## config.mk

```make
export PLATFORM = sky130hd
export DESIGN_NAME = click_sync_sink
export DESIGN_NICKNAME = d
export VERILOG_FILES = /design/src/rtl/click_pkg.sv /design/src/rtl/click_sync.sv /design/src/rtl/click_sync_sink.sv
export SDC_FILE = /design/constraint.sdc
export NUM_CORES = 1
export LEC_CHECK = 0
export ABC_AREA = 0
export CAP_MARGIN = 5
export CORE_AREA = 10 10 72 74
export DETAILED_ROUTE_END_ITERATION = 8
export DIE_AREA = 0 0 82 84
export PLACE_DENSITY = 0.84
export SYNTH_ARGS = -nofsm -noshare
export SYNTH_HDL_FRONTEND = slang
export SYNTH_SLANG_ARGS = --single-unit
```

## constraint.sdc

```tcl
create_clock -name i_clk -period 3.4 [get_ports i_clk]
set_input_delay 1.02 -clock i_clk [delete_from_list [all_inputs] [get_ports i_clk]]
set_output_delay 1.02 -clock i_clk [all_outputs]
set_load 0.02 [all_outputs]
```

## src/rtl/click_pkg.sv

```systemverilog
// Shared definitions for the click-pipeline synchronous boundary blocks:
// FSM state encodings, default widths and a pointer-width helper.
package click_pkg;

  // Sink FSM state encodings
  localparam logic ST_IDLE  = 1'b0;
  localparam logic ST_STALL = 1'b1;

  // Default configuration
  localparam int CLICK_DW          = 8;
  localparam int CLICK_SYNC_STAGES = 2;

  // Smallest n with 2**n >= value (value >= 1)
  function automatic int clog2(input int value);
    int n;
    n = 0;
    for (int i = 0; i < 31; i++) begin
      if ((1 << i) < value) n = i + 1;
    end
    return n;
  endfunction

endpackage

```

## src/rtl/click_sync.sv

```systemverilog
// Multi-flop synchronizer for a single asynchronous level (e.g. a 2-phase
// request). All stages clear on synchronous active-low reset.
module click_sync #(
  parameter int SYNC_STAGES = 2
) (
  input  logic i_clk,
  input  logic i_rstn,
  input  logic i_d,
  output logic o_q
);

  logic [SYNC_STAGES-1:0] r_sync;

  // Shift the asynchronous input through the flop chain
  always_ff @(posedge i_clk) begin
    // NOTE: sequential state uses non-blocking assignments so every flop samples pre-edge values.
    if (!i_rstn) r_sync <= '0;
    else         r_sync <= {r_sync[SYNC_STAGES-2:0], i_d};
  end

  assign o_q = r_sync[SYNC_STAGES-1];

endmodule

```

## src/rtl/click_sync_sink.sv

```systemverilog
// Clocked tail of a 2-phase bundled-data click pipeline. The toggling request
// is synchronized, compared against the local acknowledge phase, and each new
// token is pushed into a small FIFO drained through a valid/ready port.
// Optional feature: define CLICK_SINK_ERR_EN to enable the sticky o_err flag
// that reports an upstream double toggle (lost token).
module click_sync_sink
  import click_pkg::*;
#(
  parameter int DW          = CLICK_DW,
  parameter int DEPTH       = 4,
  parameter int SYNC_STAGES = CLICK_SYNC_STAGES
) (
  input  logic          i_clk,
  input  logic          i_rstn,
  input  logic          i_req,
  input  logic [DW-1:0] i_data,
  output logic          o_ack,
  output logic          o_valid,
  output logic [DW-1:0] o_data,
  input  logic          i_ready,
  output logic          o_stall,
  output logic          o_err
);

  localparam int AW = clog2(DEPTH);
  localparam int PW = AW + 1;

  logic          w_req_s;
  logic          w_pending;
  logic          w_full;
  logic          w_empty;
  logic          w_push;
  logic          w_pop;
  logic          w_state_next;
  logic [PW-1:0] w_wr_ptr_next;
  logic [PW-1:0] w_rd_ptr_next;
  logic [DW-1:0] w_head_next;

  logic          r_state;
  logic          r_ack;
  logic [PW-1:0] r_wr_ptr;
  logic [PW-1:0] r_rd_ptr;
  logic [DW-1:0] r_head;
  logic [DW-1:0] r_mem [DEPTH];

  click_sync #(.SYNC_STAGES(SYNC_STAGES)) u_req_sync (
    .i_clk  (i_clk),
    .i_rstn (i_rstn),
    .i_d    (i_req),
    .o_q    (w_req_s)
  );

  // A token is waiting whenever the synchronized request phase differs from ack
  assign w_pending = w_req_s ^ r_ack;
  assign w_full    = (r_wr_ptr[AW] != r_rd_ptr[AW]) &&
                     (r_wr_ptr[AW-1:0] == r_rd_ptr[AW-1:0]);
  assign w_empty   = (r_wr_ptr == r_rd_ptr);
  assign w_pop     = !w_empty && i_ready;

  // FSM state register
  always_ff @(posedge i_clk) begin
    if (!i_rstn) r_state <= ST_IDLE;
    else         r_state <= w_state_next;
  end

  // FSM next state: stall while a token waits on a full FIFO
  always_comb begin
    // NOTE: default assignment first so no path through the block infers a latch.
    w_state_next = r_state;
    case (r_state)
      ST_IDLE:  if (w_pending && w_full) w_state_next = ST_STALL;
      ST_STALL: if (!w_full)             w_state_next = ST_IDLE;
      default:                           w_state_next = ST_IDLE;
    endcase
  end

  // FSM outputs: push uses registered full, so a pop while full costs one bubble
  always_comb begin
    w_push  = w_pending && !w_full;
    o_stall = (r_state == ST_STALL);
  end

  assign w_wr_ptr_next = r_wr_ptr + PW'(w_push);
  assign w_rd_ptr_next = r_rd_ptr + PW'(w_pop);

  // Head after this edge: zero when empty, bypass when the new head is being written
  always_comb begin
    w_head_next = '0;
    if (w_wr_ptr_next != w_rd_ptr_next) begin
      if (w_push && (r_wr_ptr == w_rd_ptr_next)) w_head_next = i_data;
      else                                        w_head_next = r_mem[w_rd_ptr_next[AW-1:0]];
    end
  end

  // FIFO storage write
  always_ff @(posedge i_clk) begin
    // NOTE: storage is deliberately not reset; the pointers define which entries are valid.
    if (w_push) r_mem[r_wr_ptr[AW-1:0]] <= i_data;
  end

  // Pointers, acknowledge phase and registered head
  always_ff @(posedge i_clk) begin
    if (!i_rstn) begin
      r_wr_ptr <= '0;
      r_rd_ptr <= '0;
      r_ack    <= 1'b0;
      r_head   <= '0;
    end else begin
      r_wr_ptr <= w_wr_ptr_next;
      r_rd_ptr <= w_rd_ptr_next;
      r_head   <= w_head_next;
      if (w_push) r_ack <= ~r_ack;
    end
  end

  assign o_ack   = r_ack;
  assign o_valid = !w_empty;
  assign o_data  = r_head;

`ifdef CLICK_SINK_ERR_EN
  logic r_req_d;
  logic r_err;
  logic w_req_edge;
  logic w_pending_prev;

  assign w_req_edge     = w_req_s ^ r_req_d;
  assign w_pending_prev = r_req_d ^ r_ack;

  // Flag a second request toggle arriving before the first token was acked
  always_ff @(posedge i_clk) begin
    if (!i_rstn) begin
      r_req_d <= 1'b0;
      r_err   <= 1'b0;
    end else begin
      r_req_d <= w_req_s;
      if (w_req_edge && w_pending_prev && !w_push) r_err <= 1'b1;
    end
  end

  assign o_err = r_err;
`else
  assign o_err = 1'b0;
`endif

endmodule

```

==> results.cfg <==
[cells_and_area]
final_nets = 174
syn2layout_area_growth_pct = 19.7
final_cells = 209
post-route-cell-area_um2 = 2400
drive_gt1_frac = 0.145
antenna_cells = 0
nFillCells = 285

[placed_design]
place_inst = 201
gp_congestion = 0.767
placedInstanceArea_um2 = 2280
io_buffers = 22
dp.final_hpwl_um = 2710

[floorplanning]
die_h_um = 84
start_util = 0.520
core_um2 = 3860
ios = 24
rows = 23
die_w_um = 82
dieArea_um2 = 6890

[logic_synthesis]
ys_ff_latch = 50
synth_top_area_frac = 0.479
yosys_warnings = 0
syn_inst = 132
synth_area_leaders = edfxtp_1, dfxtp_1, mux4_2
synthFlopType = edfxtp_1
ys_top_cells_by_count = edfxtp_1, dfxtp_1, nand3_1
ys_types = 29
yosysMostFrequentCell = edfxtp_1
syn_nets = 148
yosysSeqAreaShare = 0.659
syn_avg_cell_area_um2 = 15.2
synth_area_um2 = 2010
async_flop_share = 0
synth_edf_count = 32
yosys.area.top_type = edfxtp_1

[sta]
finalSetupTns_ns = 0
max_freq_mhz = 337
min_period_ns = 2.97
drv_slew = 0
rsz0062_at_grt = no
setup_violations = 0
finClkSkew_ns = 0.0164
post-route-period-util = 0.873
slew_headroom = 0.378
final_hold_viol_count = 0
worst_pin_slew_ns = 0.929
timing.hold.ws_ns = 0.431

[worst_setup_path]
cp_num_buf_inv = 1
cp_slowest_stage_delay_ns = 0.62
path_delay_family = buffers and inverters
r2r_setup_slack_ns = 0.44
cp_slowest_cell = clkdlybuf4s50_1
start_kind = flop
crit_type = reg2out
critPathMaxFanout = 7
path_cells = xor2_1, nor2_1, nand2_1, clkdlybuf4s50_1
required_ns = 2.38
worst_ep_arrival_time_ns = 1.95
end_kind = output pin

[clock_tree]
root_buffer = clkbuf_8
cts.path.max_buffers = 2
clk_latency_ns = 0.31
path_clk_slew_ns = 0.09
numCtsBuffers = 5
ctsHoldBuffers = 0
post_cts_resized = 0
htreeDepth = 2
cts_tree = yes
post_cts_buffers = 0
clock_sink_count = 50

[drt]
wl_per_cell_um = 19.0
drt_iter0_markers = 117
wl_met3_um = 191
vias_per_cell = 5.52
wl_um = 3970
drc = 0
num_vias = 1153
drt-met1-wl_um = 1630
wl_met2_um = 2090
ant_nets = 0
dr.pass1.iters = 4
top_layer_used = met4

[global_route]
antenna_found_initial = 0
grt_overflow = 0
grt_max_degree = 17
grt_pass1_vias = 1207
grt_use_total = 0.118
grt_pass1_wl_um = 6160

[pwr]
p_leak_nw = 0.849
p_sw_w = 0.000388
vdd_drop_max_mv = 0.327
p_seq_frac = 0.485
swShare = 0.271
pwr-share-comb = 0.225
p_total_w = 0.00143
intPower_w = 0.00104
clkPwrFrac = 0.290
power.density_nw_per_um2 = 596

[hold_path]
hold_class = reg2reg

[run_status]
status = finished clean

[job]
drv_cap = 0
==> state kept, by name (all words and copies together), names as in the netlist <==
name	flops
u_req_sync.r_sync	2
o_ack	1
o_data	8
o_stall	1
r_wr_ptr	3
r_mem	32
r_rd_ptr	3
==> worst paths after layout <==
path | to | depth (start not counted) | from
setup reg to reg | o_data[1]$_SDFF_PN0_ | 9 | r_wr_ptr[0]$_SDFF_PN0_
hold / removal | u_req_sync.r_sync[1]$_SDFF_PN0_ | 1 | u_req_sync.r_sync[0]$_SDFF_PN0_
hold reg to reg | u_req_sync.r_sync[1]$_SDFF_PN0_ | 1 | u_req_sync.r_sync[0]$_SDFF_PN0_
setup / recovery | o_valid | 4 | r_wr_ptr[0]$_SDFF_PN0_
==> per-stage QoR <==
step | util | setup slack [ns]
2_1_floorplan | - | 0.903
3_3_place_gp | 0.591 | 0.336
3_5_place_dp | 0.591 | 0.286
4_1_cts | 0.620 | 0.215
5_1_grt | 0.622 | 0.246
6_report | 0.622 | 0.432
==> layout make-up <==
type / instances / area, um2 / share of cell area
clock buffer: 5 / 68.8 / 0.0287
clock inverter: 3 / 45.0 / 0.0188
inverter: 1 / 3.75 / 0.00156
multi-input combinational: 74 / 648 / 0.270
sequential: 50 / 1320 / 0.551
tap: 50 / 62.6 / 0.0261
timing repair buffer: 26 / 250 / 0.104
==> placed cells by master (no fill, tap or decap) <==
cell type        count
o21ai_0              1
clkbuf_8             5
conb_1               1
bufinv_16            1
xnor2_1              5
clkinvlp_4           2
edfxtp_1            32
inv_2                1
nor3_1               1
or3_1                1
nor2_1               3
nor3b_1              1
mux2i_1              1
and2_1               8
ha_1                 4
xnor3_1              1
o21ai_1              8
nand3_1              9
xor2_1               6
buf_4                4
nor2b_1              2
nand2_1              2
and3_1               2
a21oi_1              8
mux4_2               8
o31ai_4              2
clkdlybuf4s50_1     22
dfxtp_1             18
==> power groups by stage <==
stage               logic (W)  registers, W  clock network [W]
floorplan            0.000186      0.000729                  0
global placement     0.000310      0.000704                  0
detailed placement   0.000317      0.000708                  0
CTS                  0.000321      0.000694           0.000421
global route         0.000349      0.000696           0.000448
finish               0.000321      0.000694           0.000415
==> cells by family (layout without fill, tap and decap cells) <==
logic type | after synthesis | count (layout) | synth area share
AND/OR/NAND/NOR | 29 | 29 | 0.0786
other | 1 | 1 | 0.00187
multiplexers | 9 | 9 | 0.0948
flip-flops | 50 | 50 | 0.659
adder cells (fa/ha/maj) | 4 | 4 | 0.0250
AO/OA/AOI/OAI | 19 | 19 | 0.0593
XOR/XNOR | 12 | 12 | 0.0593
buffers and inverters | 8 | 35 | 0.0225
==> layer usage <==
layer,vias up,global-route usage
met1,572,0.129
met3,6,0.0388
met5,-,0
met4,0,0.0418
li1,542,-
met2,33,0.203
==> worst register-to-register path, cell delays in order (launching register included) <==
cell and delay (ns):
dfxtp_1 0.49, xor2_1 0.19, o31ai_4 0.56, inv_2 0.23, ha_1 0.25, ha_1 0.19
xnor2_1 0.23, xnor2_1 0.14, o31ai_4 0.44, a21oi_1 0.12
(Power assumes the default switching activity.)
